$ cat src/rtl/mesh_wormhole_packetizer.sv
// Mesh NI injection: descriptor + payload words -> HEADER, BODY..., TAIL wormhole flits.
// One-cycle registered output; msg/pld ready drop combinationally while a flit is stalled by flit_rdy_i.
module mesh_wormhole_packetizer #(
  parameter int FLIT_DATA_W = 8,
  parameter int FLIT_ID_W   = 2,
  parameter int HOP_CNT_W   = 4,
  parameter int ROW_ADDR_W  = 2,
  parameter int COL_ADDR_W  = 2,
  parameter int LEN_W       = 4
) (
  input  logic                             clk_i,
  input  logic                             rst_i,
  input  logic                             msg_vld_i,
  output logic                             msg_rdy_o,
  input  logic [ROW_ADDR_W-1:0]            msg_row_i,
  input  logic [COL_ADDR_W-1:0]            msg_col_i,
  input  logic [LEN_W-1:0]                 msg_len_i,
  input  logic [FLIT_DATA_W-1:0]           pld_data_i,
  input  logic                             pld_vld_i,
  output logic                             pld_rdy_o,
  output logic [FLIT_ID_W+FLIT_DATA_W-1:0] flit_o,
  output logic                             flit_vld_o,
  input  logic                             flit_rdy_i,
  output logic [15:0]                      pkt_sent_cnt_o
);

  if (FLIT_DATA_W != HOP_CNT_W + ROW_ADDR_W + COL_ADDR_W) begin : g_width_check
    $fatal(1, "FLIT_DATA_W must equal HOP_CNT_W+ROW_ADDR_W+COL_ADDR_W");
  end

  typedef struct packed {
    logic [FLIT_ID_W-1:0]  id;
    logic [ROW_ADDR_W-1:0] row;
    logic [COL_ADDR_W-1:0] col;
    logic [HOP_CNT_W-1:0]  hop;
  } flit_t;

  typedef enum logic {S_IDLE, S_PAYLOAD} state_e;

  localparam logic [FLIT_ID_W-1:0] ID_HEAD = FLIT_ID_W'(1);
  localparam logic [FLIT_ID_W-1:0] ID_BODY = FLIT_ID_W'(2);
  localparam logic [FLIT_ID_W-1:0] ID_TAIL = FLIT_ID_W'(3);

  state_e           state_q, state_d;
  logic [LEN_W-1:0] rem_q, rem_d;
  flit_t            flit_q, flit_d;
  logic             flit_vld_q, flit_vld_d;
  logic [15:0]      cnt_q, cnt_d;
  logic             load_en;
  logic             last_pld;

  // The output register can take a new flit when empty or when its current flit leaves this cycle.
  assign load_en  = ~flit_vld_q | flit_rdy_i;
  assign last_pld = (rem_q == LEN_W'(1));

  always_comb begin
    state_d    = state_q;
    rem_d      = rem_q;
    flit_d     = flit_q;
    flit_vld_d = flit_vld_q & ~flit_rdy_i;
    msg_rdy_o  = 1'b0;
    pld_rdy_o  = 1'b0;
    case (state_q)
      S_IDLE: begin
        msg_rdy_o = load_en;
        if (msg_vld_i && load_en) begin
          flit_d.id  = ID_HEAD;
          flit_d.row = msg_row_i;
          flit_d.col = msg_col_i;
          flit_d.hop = '0;
          flit_vld_d = 1'b1;
          // A zero length still yields one payload flit so the packet always closes with a TAIL.
          rem_d      = (msg_len_i == '0) ? LEN_W'(1) : msg_len_i;
          state_d    = S_PAYLOAD;
        end
      end
      S_PAYLOAD: begin
        pld_rdy_o = load_en;
        if (pld_vld_i && load_en) begin
          flit_d.id                          = last_pld ? ID_TAIL : ID_BODY;
          {flit_d.row, flit_d.col, flit_d.hop} = pld_data_i;
          flit_vld_d                         = 1'b1;
          rem_d                              = rem_q - LEN_W'(1);
          if (last_pld) state_d = S_IDLE;
        end
      end
    endcase
    cnt_d = cnt_q + 16'(flit_vld_q & flit_rdy_i & (flit_q.id == ID_TAIL));
  end

  always_ff @(posedge clk_i) begin
    if (rst_i) begin
      state_q    <= S_IDLE;
      rem_q      <= '0;
      flit_q     <= '0;
      flit_vld_q <= 1'b0;
      cnt_q      <= '0;
    end else begin
      state_q    <= state_d;
      rem_q      <= rem_d;
      flit_q     <= flit_d;
      flit_vld_q <= flit_vld_d;
      cnt_q      <= cnt_d;
    end
  end

  assign flit_o         = flit_q;
  assign flit_vld_o     = flit_vld_q;
  assign pkt_sent_cnt_o = cnt_q;

endmodule

$ cat config.mk
export PLATFORM = sky130hd
export DESIGN_NAME = mesh_wormhole_packetizer
export DESIGN_NICKNAME = d
export VERILOG_FILES = /design/src/rtl/mesh_wormhole_packetizer.sv
export SDC_FILE = /design/constraint.sdc
export NUM_CORES = 1
export LEC_CHECK = 0
export BUFFER_PORTS_ARGS = -buffer_cell sky130_fd_sc_hd__buf_2
export CAP_MARGIN = 25
export CORE_MARGIN = 1
export CORE_UTILIZATION = 55
export CTS_BUF_LIST = sky130_fd_sc_hd__clkbuf_2 sky130_fd_sc_hd__clkbuf_4 sky130_fd_sc_hd__clkbuf_8
export DETAILED_ROUTE_END_ITERATION = 8
export PLACE_DENSITY_LB_ADDON = 0.12
export SKIP_CTS_REPAIR_TIMING = 1
export SLEW_MARGIN = 20
export SYNTH_ARGS = -nofsm -noshare
export SYNTH_HDL_FRONTEND = slang
export SYNTH_SLANG_ARGS = --single-unit
$ cat constraint.sdc
create_clock -name clk_i -period 2.4 [get_ports clk_i]
set_input_delay 0.24 -clock clk_i [delete_from_list [all_inputs] [get_ports clk_i]]
set_output_delay 0.24 -clock clk_i [all_outputs]
set_load 0.02 [all_outputs]
==> results.sh, run 1 <==
export IMPL_layout_drive_gt1_share=0.285
export IMPL_place_hpwl_um=2170
export IMPL_synth_ff_latch_count=32
export IMPL_setup_viol=0
export IMPL_p_leak_uw=0.000807
export IMPL_holdCritStartpoint="pld_data_i[2]"
export IMPL_drc=0
export IMPL_synth_nets=192
export IMPL_wl_per_cell_um=12.3
export IMPL_crit_end="pkt_sent_cnt_o[8]$_SDFF_PP0_"
export IMPL_synth_area_leaders="dfxtp_1, xor2_1, nor2_1, ha_1, nand2_1"
export IMPL_fmax_ghz=0.549
export IMPL_fin_skew_ps=7.25
export IMPL_via_count=1336
export IMPL_gr_usage_met3=0.0847
export IMPL_clock_latency_ps=330
export IMPL_fin_crit_ps=1820
export IMPL_grt_ovfl_total=0
export IMPL_dr_pass1_iters=4
export IMPL_via_per_inst=5.48
export IMPL_finalSetupTns_ps=0
export IMPL_final_util=0.704
export IMPL_core_mm2=0.00250
export IMPL_r2r_start="flit_o[9]$_SDFFE_PP0P_"
export IMPL_die_area_mm2=0.00288
export IMPL_r2r_worst_path_cells=7
export IMPL_seqCellArea_um2=641
export IMPL_rsz0062_at_grt="false"
export IMPL_status="finished, final reports clean"
export IMPL_slew_headroom=0.502
export IMPL_grt_pass1_wl_um=4800
export IMPL_gr_usage_met1=0.259
export IMPL_cts_tree="done"
export IMPL_layout_commonest_cell="buf_2"
export IMPL_synth_cells=166
export IMPL_area_delta_synth_final_pct=20.1
export IMPL_hold_violations=0
export IMPL_r2r_setup_slack_ps=580
export IMPL_synth_area_leader_cell="dfxtp_1"
export IMPL_arrival_ps=2030
export IMPL_ys_warn_count=0
export IMPL_crit_fanout=5
export IMPL_drt_initial_drc_count=32
export IMPL_end_kind="flop"
export IMPL_rows=18
export IMPL_grtUsageMet2=0.417
export IMPL_ant_nets=0
export IMPL_crit_path_start_kind="flop"
export IMPL_htreeDepth=2
export IMPL_r2r_end="pkt_sent_cnt_o[8]$_SDFF_PP0_"
export IMPL_finalCritPeriodShare=0.758
export IMPL_fin_nets=239
export IMPL_io_buffers=49
export IMPL_ir_drop_uv=473
export IMPL_worstMarginPinSlew_ps=747
export IMPL_p_per_area_mw_per_mm2=639
export IMPL_fin_ws_ps=580
export IMPL_maxCapViolations=0
export IMPL_grt_pass1_vias=1172
export IMPL_diodes=0
export IMPL_cts_root_buf="clkbuf_4"
export IMPL_post_place_ws_ps=582
export IMPL_crit_type="flop to flop"
export IMPL_top_level_ports=50
export IMPL_cts_buffers=5
export IMPL_yosysUniqueCellTypes=32
export IMPL_avgSynthCellArea_um2=8.83
export IMPL_clkTransAtPathRegs_ps=100
export IMPL_die_w_um=53.6
export IMPL_initial_utilization=0.587
export IMPL_ys_seq_area_frac=0.437
export IMPL_hp_class="input port to flop"
export IMPL_final_cell_mix="buf_2, dfxtp_1, nor2_1"
export IMPL_clock_path_buffers=2
export IMPL_fill_cells=222
export IMPL_die_h_um=53.6
export IMPL_place_congestion=0.859
export IMPL_grt_busiest_layer="met2"
export IMPL_antenna_found_initial=0
export IMPL_wl_um=3000
export IMPL_multi_input_area_um2=752
export IMPL_slew_viol_final=0
export IMPL_grt_usage=0.239
export IMPL_cts_sinks=32
export IMPL_critPathLaunch="flit_o[9]$_SDFFE_PP0P_"
export IMPL_grt_max_degree=33
export IMPL_yosys_area_top_type_share=0.437
export IMPL_syn_area_mm2=0.00147
export IMPL_cp_required_ps=2610
through the flow:
step,power (µW),instances,hold slack [ps],area [µm²]
after global placement,782,236,435,1690
after CTS,1130,244,153,1760
final,1120,244,163,1760
after global routing,1190,244,153,1760
after floorplan,740,166,312,1470
after detailed placement,792,236,444,1690
metal layers:
metal  up-vias  share of wire
met3         9          0.054
met4         0          0.017
li1        670              -
met1       604           0.42
met5         -              0
met2        53           0.51
worst max-delay path, stage by stage (launching register included):
cell and delay (ps):
dfxtp_1 370, and4_1 230, ha_1 230, ha_1 220, and4_1 300, nand4_1 130, xor2_1 170, nor2_1 50
area by class of cell:
type                       count  area share
sequential                    32       0.364
timing repair buffer          50       0.144
clock buffer                   8      0.0377
multi-input combinational    121       0.427
inverter                       3     0.00640
tap                           30      0.0213
logic make-up (layout without fill, tap and decap cells):
group	Yosys count	after routing	synth area share
compound gates	24	24	0.108
simple gates	73	73	0.242
buf+inv	13	61	0.0503
fa+ha+maj	5	5	0.0427
flops	32	32	0.437
mux	5	5	0.0367
xor+xnor	14	14	0.0836
state kept, by name, summed over array words and instances (netlist names):
signal / cells
pkt_sent_cnt_o: 16
flit_o: 10
rem_q: 4
flit_vld_o: 1
state_q: 1
cell usage after synthesis:
cell type / number
xor2_1: 13
buf_4: 2
nor2_1: 25
nand2_1: 16
buf_6: 2
inv_1: 3
nand2b_1: 1
and2_1: 1
and4_1: 5
dfxtp_1: 32
mux2i_1: 4
mux2i_2: 1
nor2_2: 1
o2bb2ai_1: 1
nand3_1: 9
a31oi_1: 4
nor2b_1: 3
ha_1: 5
a21oi_1: 10
nand4b_1: 1
or2_1: 1
xnor2_1: 1
o211ai_1: 2
buf_2: 2
a211oi_1: 4
clkbuf_1: 4
a311oi_2: 1
nand4_1: 7
and3_1: 1
o21ai_1: 1
a2bb2oi_1: 1
nor3_1: 2
how the worst min path moves through the flow:
stage / end / slack (ps) / cells after the start
after floorplan: pkt_sent_cnt_o[0]$_SDFF_PP0_ / 310 / 1
after global placement: flit_o[2]$_SDFFE_PP0P_ / 440 / 2
after detailed placement: flit_o[1]$_SDFFE_PP0P_ / 440 / 2
after CTS: flit_o[2]$_SDFFE_PP0P_ / 150 / 3
after global routing: flit_o[2]$_SDFFE_PP0P_ / 150 / 3
final: flit_o[2]$_SDFFE_PP0P_ / 160 / 3
power breakdown:
group / switching (µW) / leakage, µW / internal (µW)
sequential: 19.6 / 0.000261 / 559
clock: 177 / 0.0000394 / 167
combinational: 125 / 0.000507 / 76.9
Note: power is estimated with default switching activity, not from simulation.
==> run 2, diff against run 1 <==
--- a/config.mk
+++ b/config.mk
@@ -5,10 +5,11 @@
 export SDC_FILE = /design/constraint.sdc
 export NUM_CORES = 1
 export LEC_CHECK = 0
+export ABC_AREA = 1
 export BUFFER_PORTS_ARGS = -buffer_cell sky130_fd_sc_hd__buf_2
 export CAP_MARGIN = 25
 export CORE_MARGIN = 1
-export CORE_UTILIZATION = 55
+export CORE_UTILIZATION = 53
 export CTS_BUF_LIST = sky130_fd_sc_hd__clkbuf_2 sky130_fd_sc_hd__clkbuf_4 sky130_fd_sc_hd__clkbuf_8
 export DETAILED_ROUTE_END_ITERATION = 8
 export PLACE_DENSITY_LB_ADDON = 0.12
==> constraint.sdc (replaced) <==
create_clock -name clk_i -period 1.7 [get_ports clk_i]
set_input_delay 0.17 -clock clk_i [delete_from_list [all_inputs] [get_ports clk_i]]
set_output_delay 0.17 -clock clk_i [all_outputs]
set_load 0.02 [all_outputs]
==> run 2 against run 1 <==
  * The run now ends with design-rule violations left
  * Die area grew 15%
  * Sequential power grew 45%
  * Total power is 50% higher
  * Final area increased by 12%
  * Sequential cell count is the same
  * Synthesized cell count increased by 42%
  * Non-clock buffer count up 3
  * Via count rose by 22%
  * Critical path depth increased by 4
==> results.sh, run 2 <==
export IMPL_cp_common_cell="nand2_1"
export IMPL_antenna_found_initial=0
export IMPL_violations="design-rule violations"
export IMPL_cpPeakStageDelay_ps=340
export IMPL_status="complete, but fails checks"
export IMPL_wl_um=3380
export IMPL_grt_max_degree=20
export IMPL_slew_headroom=0.636
export IMPL_ant_nets=0
export IMPL_p_per_area_mw_per_mm2=854
export IMPL_final_cell_mix="nand2_1, buf_2, nor2_1"
export IMPL_drt_initial_drc_count=75
export IMPL_slew_viol_final=0
export IMPL_place_congestion=0.790
export IMPL_total_power_uw=1690
export IMPL_synth_enable_flop_cells=0
export IMPL_top_level_ports=50
export IMPL_finalSetupTns_ps=0
export IMPL_layout_drive_gt1_share=0.280
export IMPL_synth_area_leader_cell="dfxtp_1"
export IMPL_die_w_um=57.4
export IMPL_grt_usage=0.222
export IMPL_holdWs_ps=65.1
export IMPL_post_place_ws_ps=47.7
export IMPL_synth_area_leaders="dfxtp_1, nand2_1, nor2_1, inv_1, ha_1"
export IMPL_dr_pass1_iters=6
export IMPL_diodes=0
export IMPL_wl_per_cell_um=10.6
export IMPL_critPathBufInv=1
export IMPL_grt_pass1_vias=1396
export IMPL_drc=4
export IMPL_cts_root_buf="clkbuf_4"
export IMPL_ys_warn_count=0
export IMPL_grt_ovfl_total=0
export IMPL_synth_most_common_cell="nand2_1"
export IMPL_area_delta_synth_final_pct=21.5
export IMPL_fin_nets=315
export IMPL_fmax_ghz=0.633
export IMPL_grt_pass1_wl_um=5670
export IMPL_cts_buffers=5
export IMPL_clkTransAtPathRegs_ps=100
export IMPL_fin_crit_ps=1580
export IMPL_synth_compound_area_frac=0.114
export IMPL_io_buffers=49
export IMPL_cts_tree="done"
export IMPL_avgSynthCellArea_um2=6.93
export IMPL_synth_ff_latch_count=32
export IMPL_crit_path_top_delay_cell="dfxtp_1"
export IMPL_synthFlopType="dfxtp_1"
export IMPL_synth_nets=261
export IMPL_worstPathCellList="nand2_1, nor2_2, ha_2, ha_2, nand2_1, nor2_4, nand2_1, nand2_1, o21ai_0, o21ai_0, inv_1"
export IMPL_synthTopCellsByCount="nand2_1, nor2_1, dfxtp_1"
export IMPL_cp_required_ps=1930
export IMPL_syn_area_mm2=0.00163
export IMPL_place_hpwl_um=2460
export IMPL_core_mm2=0.00283
export IMPL_critPathTopFamily="simple AND/OR/NAND/NOR gates"
export IMPL_ir_drop_uv=705
export IMPL_cts_sinks=32
export IMPL_crit_path_start_kind="flop"
export IMPL_clock_path_buffers=2
export IMPL_crit_fanout=4
export IMPL_synth_top_family_by_area="simple AND/OR/NAND/NOR gates"
export IMPL_die_area_mm2=0.00330
export IMPL_layout_commonest_cell="nand2_1"
export IMPL_htreeDepth=2
export IMPL_hp_class="input port to flop"
export IMPL_yosysUniqueCellTypes=29
export IMPL_synth_mux_area_frac=0
export IMPL_largest_register_ffs=16
export IMPL_worstMarginPinSlew_ps=545
export IMPL_ys_seq_area_frac=0.393
export IMPL_clock_latency_ps=330
export IMPL_setup_viol=0
export IMPL_arrival_ps=1810
export IMPL_yosys_area_top_type_share=0.393
export IMPL_die_h_um=57.4
export IMPL_fin_skew_ps=10.0
export IMPL_rows=19
export IMPL_p_leak_uw=0.000988
export IMPL_via_per_inst=5.09
export IMPL_maxCapViolations=0
export IMPL_fin_ws_ps=120
export IMPL_final_util=0.700
export IMPL_ys_async_sr_fraction=0
export IMPL_initial_utilization=0.576
export IMPL_synthAdderAreaFrac=0.0384
export IMPL_end_kind="flop"
export IMPL_yosys_area_share_simple=0.352
export IMPL_fill_cells=261
export IMPL_finalCritPeriodShare=0.929
export IMPL_synth_cells=235
export IMPL_synth_xor_area_frac=0.0108
export IMPL_crit_type="flop to flop"
export IMPL_via_count=1628
export IMPL_hold_violations=0
-- run 2: cell types whose count changed after synthesis, moves of 3 or more --
| cell | change |
|---|---|
| a211oi_1 | -3 |
| a31oi_1 | -4 |
| and4_1 | -5 |
| clkbuf_1 | -3 |
| inv_1 | +23 |
| mux2i_1 | -4 |
| nand2_1 | +40 |
| nand3_1 | +3 |
| nand4_1 | -3 |
| nor2_1 | +18 |
| nor2b_1 | -3 |
| o21ai_0 | +9 |
| o21ai_1 | +7 |
| xor2_1 | -11 |
-- run 2: tightest hold or removal path: cells and delay by family --
kind	cells	cell delay, ps
AO/OA/AOI/OAI	1	50
AND/OR/NAND/NOR	1	70
buffers and inverters	1	70
-- run 2: report_power, final --
part           total, µW  internal, µW  switching (µW)
Clock                490           234             256
Combinational        360           130             230
Sequential           839           804            35.7
Total               1690          1170             521
-- run 2: layout make-up --
cell class                      instances  area (µm²)  area share
Tap cell                               31        38.8      0.0196
Inverter                               28         105      0.0531
Timing Repair Buffer                   53         275       0.139
Multi-Input combinational cell        169         852       0.430
Clock buffer                            7        65.1      0.0329
Sequential cell                        32         643       0.325
-- run 2: logic make-up after synthesis --
family                     after synthesis
adders and majority gates                5
AOI/OAI and AO/OA                       34
buffers and inverters                   34
and+or+nand+nor                        128
DFF                                     32
xor gates and xnor gates                 2
-- run 2: metrics by stage --
stage | area (µm²) | std cells
2_1_floorplan | 1630 | 235
3_3_place_gp | 1880 | 311
3_5_place_dp | 1880 | 311
4_1_cts | 1950 | 318
5_1_grt | 1980 | 320
6_report | 1980 | 320
-- run 2: layer usage --
layer  GRT usage  wire length, µm  part of all wire  up-vias
li1            -                -                 -      849
met1       0.259             1500              0.44      730
met2       0.375             1660              0.49       42
met3      0.0612              153             0.045        7
met4       0.105               58             0.017        0
met5           0                0                 0        -
-- run 2: final timing paths --
path	cells past startpoint	end	slack (ps)	start
worst min register to register	2	flit_o[9]$_SDFFE_PP0P_	470	flit_o[9]$_SDFFE_PP0P_
worst min-delay path	3	flit_o[1]$_SDFFE_PP0P_	70	pld_data_i[1]
worst max register to register	11	pkt_sent_cnt_o[10]$_SDFF_PP0_	120	flit_vld_o$_SDFF_PP0_
worst max-delay path	11	pkt_sent_cnt_o[10]$_SDFF_PP0_	120	flit_vld_o$_SDFF_PP0_
